===== src/rtl/shift_add_mult_n.sv =====
// ---------------------------------------------------------------------------
// shift_add_mult_n
// Sequential WIDTH x WIDTH shift-and-add multiplier. Signed (two's
// complement) or unsigned operands, one iteration per clock, and a
// start/busy/done handshake.
//
// Ports:
//   CLK         clock, rising edge
//   RST         synchronous active-high reset
//   STRT        start request, accepted only while not busy
//   SGN         operand mode captured with STRT (1 = signed)
//   multicand   multiplicand captured with STRT
//   multiplier  multiplier captured with STRT
//   P           registered 2*WIDTH product, held between operations
//   BUSY        high while iterations are running
//   DONE        one-cycle pulse when a new P is valid
// ---------------------------------------------------------------------------
module shift_add_mult_n #(
  parameter int unsigned WIDTH = 4
) (
  input  logic                 CLK,
  input  logic                 RST,
  input  logic                 STRT,
  input  logic                 SGN,
  input  logic [WIDTH-1:0]     multicand,
  input  logic [WIDTH-1:0]     multiplier,
  output logic [2*WIDTH-1:0]   P,
  output logic                 BUSY,
  output logic                 DONE
);

  localparam int unsigned CNT_W = $clog2(WIDTH + 1);
  localparam int unsigned AW    = WIDTH + 1;   // accumulator width
  localparam int unsigned SW    = WIDTH + 2;   // accumulator add incl. carry-out

  typedef enum logic [1:0] {
    S_IDLE = 2'd0,
    S_RUN  = 2'd1,
    S_FIN  = 2'd2
  } state_e;

  state_e              state_q, state_d;
  logic [WIDTH-1:0]    m_q, m_d;
  logic [AW-1:0]       a_q, a_d;
  logic [WIDTH-1:0]    q_q, q_d;
  logic [CNT_W-1:0]    cnt_q, cnt_d;
  logic                mode_q, mode_d;
  logic [2*WIDTH-1:0]  p_q, p_d;
  logic                busy_q, busy_d;
  logic                done_q, done_d;

  // Datapath for one iteration
  logic [AW-1:0]       mx;
  logic [AW-1:0]       addend;
  logic                last;
  logic                sub;
  logic [SW-1:0]       sum_ext;
  logic                msb_in;
  logic [AW-1:0]       a_nx;
  logic [WIDTH-1:0]    q_nx;

  always_comb begin
    mx     = mode_q ? {m_q[WIDTH-1], m_q} : {1'b0, m_q};
    last   = (cnt_q == CNT_W'(1));
    // Multiplier MSB has negative weight in signed mode: subtract on last step
    sub    = mode_q && last;
    addend = sub ? ~mx : mx;
    if (q_q[0]) begin
      sum_ext = {1'b0, a_q} + {1'b0, addend} + {{(SW-1){1'b0}}, sub};
    end else begin
      sum_ext = {1'b0, a_q};
    end
    // Arithmetic shift in signed mode, carry shift in unsigned mode
    msb_in = mode_q ? sum_ext[AW-1] : sum_ext[AW];
    a_nx   = {msb_in, sum_ext[AW-1:1]};
    q_nx   = {sum_ext[0], q_q[WIDTH-1:1]};
  end

  // Next-state and registered-output logic
  always_comb begin
    state_d = state_q;
    m_d     = m_q;
    a_d     = a_q;
    q_d     = q_q;
    cnt_d   = cnt_q;
    mode_d  = mode_q;
    p_d     = p_q;

    case (state_q)
      S_IDLE, S_FIN: begin
        if (STRT) begin
          m_d     = multicand;
          q_d     = multiplier;
          a_d     = '0;
          cnt_d   = CNT_W'(WIDTH);
          mode_d  = SGN;
          state_d = S_RUN;
        end else begin
          state_d = S_IDLE;
        end
      end
      S_RUN: begin
        a_d   = a_nx;
        q_d   = q_nx;
        cnt_d = cnt_q - CNT_W'(1);
        if (last) begin
          p_d     = {a_nx[WIDTH-1:0], q_nx};
          state_d = S_FIN;
        end
      end
      default: state_d = S_IDLE;
    endcase

    busy_d = (state_d == S_RUN);
    done_d = (state_d == S_FIN);
  end

  always_ff @(posedge CLK) begin
    if (RST) begin
      state_q <= S_IDLE;
      m_q     <= '0;
      a_q     <= '0;
      q_q     <= '0;
      cnt_q   <= '0;
      mode_q  <= 1'b0;
      p_q     <= '0;
      busy_q  <= 1'b0;
      done_q  <= 1'b0;
    end else begin
      state_q <= state_d;
      m_q     <= m_d;
      a_q     <= a_d;
      q_q     <= q_d;
      cnt_q   <= cnt_d;
      mode_q  <= mode_d;
      p_q     <= p_d;
      busy_q  <= busy_d;
      done_q  <= done_d;
    end
  end

  assign P    = p_q;
  assign BUSY = busy_q;
  assign DONE = done_q;

endmodule


===== config.mk =====
export PLATFORM = sky130hd
export DESIGN_NAME = shift_add_mult_n
export DESIGN_NICKNAME = d
export VERILOG_FILES = /design/src/rtl/shift_add_mult_n.sv
export SDC_FILE = /design/constraint.sdc
export NUM_CORES = 1
export LEC_CHECK = 0
export CAP_MARGIN = 10
export CORE_MARGIN = 4
export CORE_UTILIZATION = 55
export DETAILED_ROUTE_END_ITERATION = 10
export PLACE_DENSITY = 0.78
export SYNTH_ARGS = -nofsm -noshare
export SYNTH_HDL_FRONTEND = slang
export SYNTH_SLANG_ARGS = --single-unit

===== constraint.sdc =====
create_clock -name CLK -period 3.9 [get_ports CLK]
set_clock_uncertainty 0.15 [all_clocks]
set_input_delay 0.585 -clock CLK [delete_from_list [all_inputs] [get_ports CLK]]
set_output_delay 0.585 -clock CLK [all_outputs]
set_load 0.02 [all_outputs]

==> results of run 1 <==
## kinds of logic after synthesis
group                    synth area share (%)
buffers and inverters                   3.988
adder cells (fa/ha/maj)                 7.624
multiplexers                            5.053
XOR/XNOR                                3.723
flip-flops                              41.13
AND/OR/NAND/NOR                         23.14
AO/OA/AOI/OAI                           15.34
## layout make-up
type	count	area share (%)
inverter	3	0.6747
sequential	29	34.78
timing repair buffer	21	12.59
multi-input combinational	120	46.40
clock buffer	7	3.298
tap	30	2.249
## power by group through the flow
| stage | Combinational, mW | Sequential (mW) | Clock (mW) |
|---|---|---|---|
| after floorplan | 0.0650 | 0.331 | 0 |
| after global placement | 0.0883 | 0.334 | 0 |
| after detailed placement | 0.0904 | 0.334 | 0 |
| after CTS | 0.0910 | 0.327 | 0.185 |
| after global routing | 0.102 | 0.330 | 0.200 |
| final | 0.0901 | 0.328 | 0.182 |
## cells in the mapped netlist (all sizes together)
| cell type | instances |
|---|---|
| fa | 1 |
| nand3b | 3 |
| clkbuf | 4 |
| a22oi | 2 |
| a21oi | 13 |
| dfxtp | 29 |
| nor4bb | 1 |
| nor2 | 25 |
| nand2b | 3 |
| nor2b | 4 |
| mux2 | 1 |
| inv | 3 |
| mux2i | 6 |
| o21ai | 5 |
| nand4b | 1 |
| a31oi | 1 |
| a31o | 1 |
| a21o | 1 |
| xnor2 | 5 |
| a311oi | 3 |
| o22ai | 2 |
| nand2 | 20 |
| or3 | 1 |
| xor2 | 1 |
| nand3 | 2 |
| and2 | 1 |
| a32oi | 1 |
| buf | 5 |
| o31ai | 1 |
| a211oi | 2 |
| ha | 7 |
| nor3 | 6 |
## worst reg2reg max path, delay by kind of cell (launching register included)
family / cells / cell delay, ps
AO/OA/AOI/OAI: 3 / 550
adder cells (fa/ha/maj): 2 / 510
AND/OR/NAND/NOR: 4 / 600
flip-flops: 1 / 390
XOR/XNOR: 1 / 280
## metal layers
metal	GRT usage [%]	routed length, um
met1	23.95	1290
met2	30.14	1416
met3	6.579	147
met4	8.414	58
met5	0	0
## state kept, by name (all words and copies together), names as in the netlist
name	count
P	8
a_q	5
m_q	4
q_q	4
cnt_q	3
state_q	2
BUSY	1
DONE	1
mode_q	1
## stage by stage
step	hold WS [ps]	total power, mW	area (sq um)	utilization (%)	cells
finish	327.7	0.5996	1669	67.99	210
global route	351.1	0.6323	1669	67.99	210
CTS	330.7	0.6037	1669	67.99	210
detailed placement	319.4	0.4249	1614	65.75	203
global placement	315.7	0.4219	1614	65.75	203
floorplan	298.8	0.3957	1411	-	161
## final timing paths
kind,start,end,slack [ps],cells after the start
setup reg to reg,cnt_q[0]$_SDFFE_PP0P_,a_q[4]$_SDFFE_PP0P_,1270,10
setup / recovery,cnt_q[0]$_SDFFE_PP0P_,a_q[4]$_SDFFE_PP0P_,1270,10
hold reg to reg,m_q[3]$_SDFFE_PP0P_,m_q[3]$_SDFFE_PP0P_,330,2
hold / removal,m_q[3]$_SDFFE_PP0P_,m_q[3]$_SDFFE_PP0P_,330,2
==> impl_metrics.csv, run 1 <==
group,metric,value,unit
placement,pre_cts_slack,1298,ps
pwr,power_frac_clock,30.3,%
die,io_pins,22,
die,rows,18,
setup_path,crit_fanout,6,
setup_path,critPathKind,"reg2reg",
sta,fmax,380.4,MHz
detailed_routing,num_vias,1180,
logic_synthesis,syn_area,1411,sq um
sta,relSlewSlack,26.13,%
setup_path,end_kind,"flop",
logic_synthesis,synth_cell_types,40,
global_route,antenna_found_initial,0,
logic_synthesis,ys_seq_elements,29,
setup_path,path_buf_inv,0,
global_route,gr-usage-all-layers,19.22,%
logic_synthesis,syn_avg_cell_area,8.766,sq um
setup_path,critPathMaxStageDelay,390,ps
layout,num_antenna_cells,0,
pwr,vdd.ir_drop.worst,0.0003040,V
global_route,grt_overflow,0,
pwr,p_leak,0.6523,nW
clock_tree,numCtsBuffers,5,
layout,layout_common_cells,"dfxtp_1, nor2_1, clkdlybuf4s50_1",
sta,fin_ws,1271,ps
logic_synthesis,yosysSeqAreaShare,41.13,%
run,maxCapViolations,0,
sta,worstMarginPinSlew,1105,ps
die,core,2455,sq um
sta,post-route-period-util,67.41,%
detailed_routing,routed_wl,2.912,mm
die,die_h,58.66,um
setup_path,path_delay_family,"simple AND/OR/NAND/NOR gates",
sta,finalCriticalPeriod,2629,ps
layout,area_delta_synth_final,18.26,%
global_route,grt_pass1_vias,1141,
clock_tree,numClockSinks,29,
detailed_routing,viasPerCell,5.619,
clock_tree,cts_tree,"done",
clock_tree,clk_latency,320,ps
layout,fin_nets,200,
setup_path,cpMaxStageDelayCell,"dfxtp_1",
pwr,p_sw,0.1628,mW
detailed_routing,drc,0,
sta,grt_setup_unrepaired,"no",
detailed_routing,dr.pass1.iters,4,
clock_tree,htreeDepth,2,
layout,fillers,214,
placement,numPortBuffers,21,
global_route,grt_max_degree,32,
pwr,power_frac_comb,15.0,%
detailed_routing,ant_nets,0,
die,die-area,3440,sq um
placement,hpwl,2.127,mm
pwr,netSwitchingFraction,27.15,%
min_path,hp-class,"reg2reg",
clock_tree,cts_setup_buffers,0,
clock_tree,cts_root_buf,"clkbuf_4",
clock_tree,cts_resized,0,
logic_synthesis,ys_warn_count,0,
sta,hold_viol,0,
setup_path,cp-start-kind,"flop",
layout,drive_above_1_share,8.333,%
detailed_routing,wl_per_cell,13.87,um
logic_synthesis,synth.largest_area_cell,"dfxtp_1",
detailed_routing,drt_iter0_drc,63,
pwr,p_int,0.4368,mW
setup_path,cp_common_cell,"ha_1",
logic_synthesis,synth_nets,181,
clock_tree,clockBufferDepth,2,
logic_synthesis,post_synth_main_area_contributors,"dfxtp_1, nor2_1, ha_1, nand2_1, a21oi_1",
layout,multi_input_area,774.5,sq um
logic_synthesis,synth_cells,161,
layout,regArea,580.6,sq um
global_route,grt_pass1_wl,4.954,mm
setup_path,cp.required,3920,ps
logic_synthesis,yosys.area.top_type_share,41.13,%
setup_path,crit_arrival,2650,ps
clock_tree,clk_pin_slew,90,ps
layout,layout_commonest_cell,"dfxtp_1",
clock_tree,cts_hold_buffers,0,
setup_path,crit_chain,"ha_1 > nand3b_4 > xnor2_1 > and2_1 > ha_1 > nor4bb_1 > a311oi_1 > nand2_1 > a32oi_1 > o21ai_1",
pwr,power.share.sequential,54.6,%
sta,slew_viol_final,0,
sta,finalSetupTns,0,ps
pwr,p_per_area,359.2,nW/um^2
run_status,status,"completed",
placement,place.gp.congestion,0.8222,
die,initial_utilization,57.49,%
sta,setup_violations,0,
die,die_x,58.66,um
Power figures use the tool's default switching activity.
==> run 2, diff against run 1 <==
- CORE_UTILIZATION: 55 -> 52
- PLACE_DENSITY: 0.78 -> 0.75
- clock period: 3.9 -> 2.7 ns (I/O delays scaled with it)
==> run 2 against run 1 <==
Compared with the run above:
- die area increased by 5.0%
- hold slack improved by 2.6 ps
- critical endpoint unchanged
- utilization increased by 1.8 points
- critical path type unchanged
- combinational power increased by 53%
==> impl_metrics.csv, run 2 (synthesis gave the netlist of run 1 again) <==
group,metric,value,unit
run_status,status,"completed",
clock_tree,htreeDepth,2,
sta,hold_viol,0,
setup_path,path_buf_inv,0,
setup_path,rrSetupSlack,180,ps
pwr,netSwitchingFraction,25.64,%
setup_path,crit_arrival,2580,ps
die,die_h,60.10,um
die,initial_utilization,55.95,%
detailed_routing,drt_iter0_drc,56,
die,die-area,3611,sq um
sta,relSlewSlack,59.17,%
layout,layout_common_cells,"dfxtp_1, nor2_1, clkdlybuf4s50_1",
setup_path,critPathMaxStageDelay,390,ps
setup_path,crit_chain,"ha_2 > nand3b_4 > xnor2_4 > and2_1 > ha_4 > nor4bb_1 > a311oi_1 > nand2_1 > a32oi_1 > o21ai_1",
clock_tree,numClockSinks,29,
sta,fin_ws,182.7,ps
min_path,min_from,"m_q[1]$_SDFFE_PP0P_",
setup_path,cp-start-kind,"flop",
sta,finalCriticalPeriod,2517,ps
pwr,power.share.sequential,48.1,%
setup_path,rr_startpoint,"cnt_q[0]$_SDFFE_PP0P_",
setup_path,rr_worst_depth,10,
run,maxCapViolations,0,
global_route,antenna_found_initial,0,
layout,stdcell_area,1759,sq um
layout,area_delta_synth_final,24.65,%
setup_path,reg2reg_to,"a_q[4]$_SDFFE_PP0P_",
setup_path,cp.required,2760,ps
layout,drive_above_1_share,12.50,%
detailed_routing,dr.pass1.iters,4,
placement,pre_cts_slack,97.28,ps
sta,worstMarginPinSlew,612.5,ps
sta,slew_viol_final,0,
pwr,power_frac_comb,14.0,%
setup_path,crit_fanout,6,
die,io_pins,22,
global_route,grt_pass1_vias,1170,
pwr,p_int,0.7343,mW
layout,layout_commonest_cell,"dfxtp_1",
setup_path,cpMaxStageDelayCell,"dfxtp_1",
clock_tree,cts_root_buf,"clkbuf_4",
die,rows,18,
placement,place.gp.congestion,0.7995,
placement,dpl_cell_area,1629,sq um
global_route,grt_pass1_wl,5.030,mm
global_route,grt_overflow,0,
clock_tree,clk_latency,330,ps
layout,num_antenna_cells,0,
pwr,power_frac_clock,37.9,%
sta,worst_hold_slack,330.3,ps
pwr,p_leak,0.6862,nW
global_route,grt_max_degree,32,
layout,fillers,196,
sta,post-route-period-util,93.23,%
min_path,hold_end,"m_q[1]$_SDFFE_PP0P_",
detailed_routing,ant_nets,0,
clock_tree,clk_pin_slew,90,ps
detailed_routing,routed_wl,3.132,mm
detailed_routing,drc,0,
sta,setup_violations,0,
placement,numPortBuffers,21,
min_path,hold_depth,2,
pwr,p_sw,0.2532,mW
setup_path,end_kind,"flop",
clock_tree,clockBufferDepth,2,
pwr,p_per_area,561.3,nW/um^2
detailed_routing,wl_per_cell,14.64,um
die,core,2522,sq um
clock_tree,cts_hold_buffers,0,
layout,fin_nets,203,
clock_tree,numCtsBuffers,5,
min_path,hp-class,"reg2reg",
layout,largest_reg_flops,8,
placement,hpwl,2.146,mm
global_route,gr-usage-all-layers,19.28,%
detailed_routing,viasPerCell,5.593,
pwr,vdd.ir_drop.worst,0.0005966,V
detailed_routing,num_vias,1197,
pwr,p_total,0.9875,mW
clock_tree,cts_tree,"done",
die,die_x,60.10,um
setup_path,path_delay_family,"compound AO/OA/AOI/OAI gates",
sta,fmax,397.3,MHz
setup_path,critPathKind,"reg2reg",
## run 2: cell count changes in the layout (fill, tap and decap cells not counted)
cell,previous run,this run
a21oi_2,1,2
buf_4,0,3
bufinv_16,0,1
xnor2_1,5,4
ha_4,0,1
xnor2_4,0,1
ha_1,7,5
ha_2,0,1
a21oi_1,12,11
## run 2: through the flow
stage	utilization (%)	TNS (ps)	instances
2_1_floorplan	-	0	161
3_3_place_gp	64.58	0	205
3_5_place_dp	64.58	0	205
4_1_cts	67.96	0	213
5_1_grt	69.74	-29.12	214
6_report	69.74	0	214
## run 2: how the worst max path moves through the flow
stage | start | end | slack (ps) | cells after the start
after global routing | cnt_q[1]$_SDFFE_PP0P_ | P[7]$_SDFFE_PP0P_ | -10 | 12
after CTS | cnt_q[0]$_SDFFE_PP0P_ | a_q[4]$_SDFFE_PP0P_ | 70 | 10
after detailed placement | cnt_q[0]$_SDFFE_PP0P_ | a_q[4]$_SDFFE_PP0P_ | 100 | 10
after floorplan | cnt_q[0]$_SDFFE_PP0P_ | a_q[4]$_SDFFE_PP0P_ | 360 | 10
final | cnt_q[0]$_SDFFE_PP0P_ | a_q[4]$_SDFFE_PP0P_ | 180 | 10
after global placement | cnt_q[0]$_SDFFE_PP0P_ | a_q[4]$_SDFFE_PP0P_ | 190 | 10
## run 2: cell type report
type / instances / area [sq um] / share of cell area, %
clock buffer: 7 / 55.05 / 3.129
clock inverter: 1 / 30.03 / 1.707
inverter: 3 / 11.26 / 0.6401
multi-input combinational: 120 / 812.0 / 46.16
sequential: 29 / 580.6 / 33.00
tap: 30 / 37.54 / 2.134
timing repair buffer: 24 / 232.7 / 13.23
## run 2: routing by layer
layer  vias to the layer above  routed length, um  GRT usage [%]
li1                        600                  -              -
met1                       568               1378          21.42
met2                        22               1550          31.94
met3                         7                145          6.695
met4                         0                 58          10.44
met5                         -                  0              0
## run 2: power groups by stage
stage	Sequential (mW)	Clock [mW]	Combinational (mW)
final	0.475	0.375	0.138
after global routing	0.478	0.399	0.154
after CTS	0.473	0.385	0.135
after detailed placement	0.483	0	0.134
after global placement	0.482	0	0.130
after floorplan	0.478	0	0.0938
## run 2: tightest hold or removal path, stage by stage (launching register included)
cell	delay, ps
dfxtp_1	330
nand2_1	60
a21oi_1	50
## run 2: timing repair
item / in CTS / in global routing
gates resized for setup: 0 / 5
setup endpoints to repair: 0 / 3
buffers inserted: 0 / 1
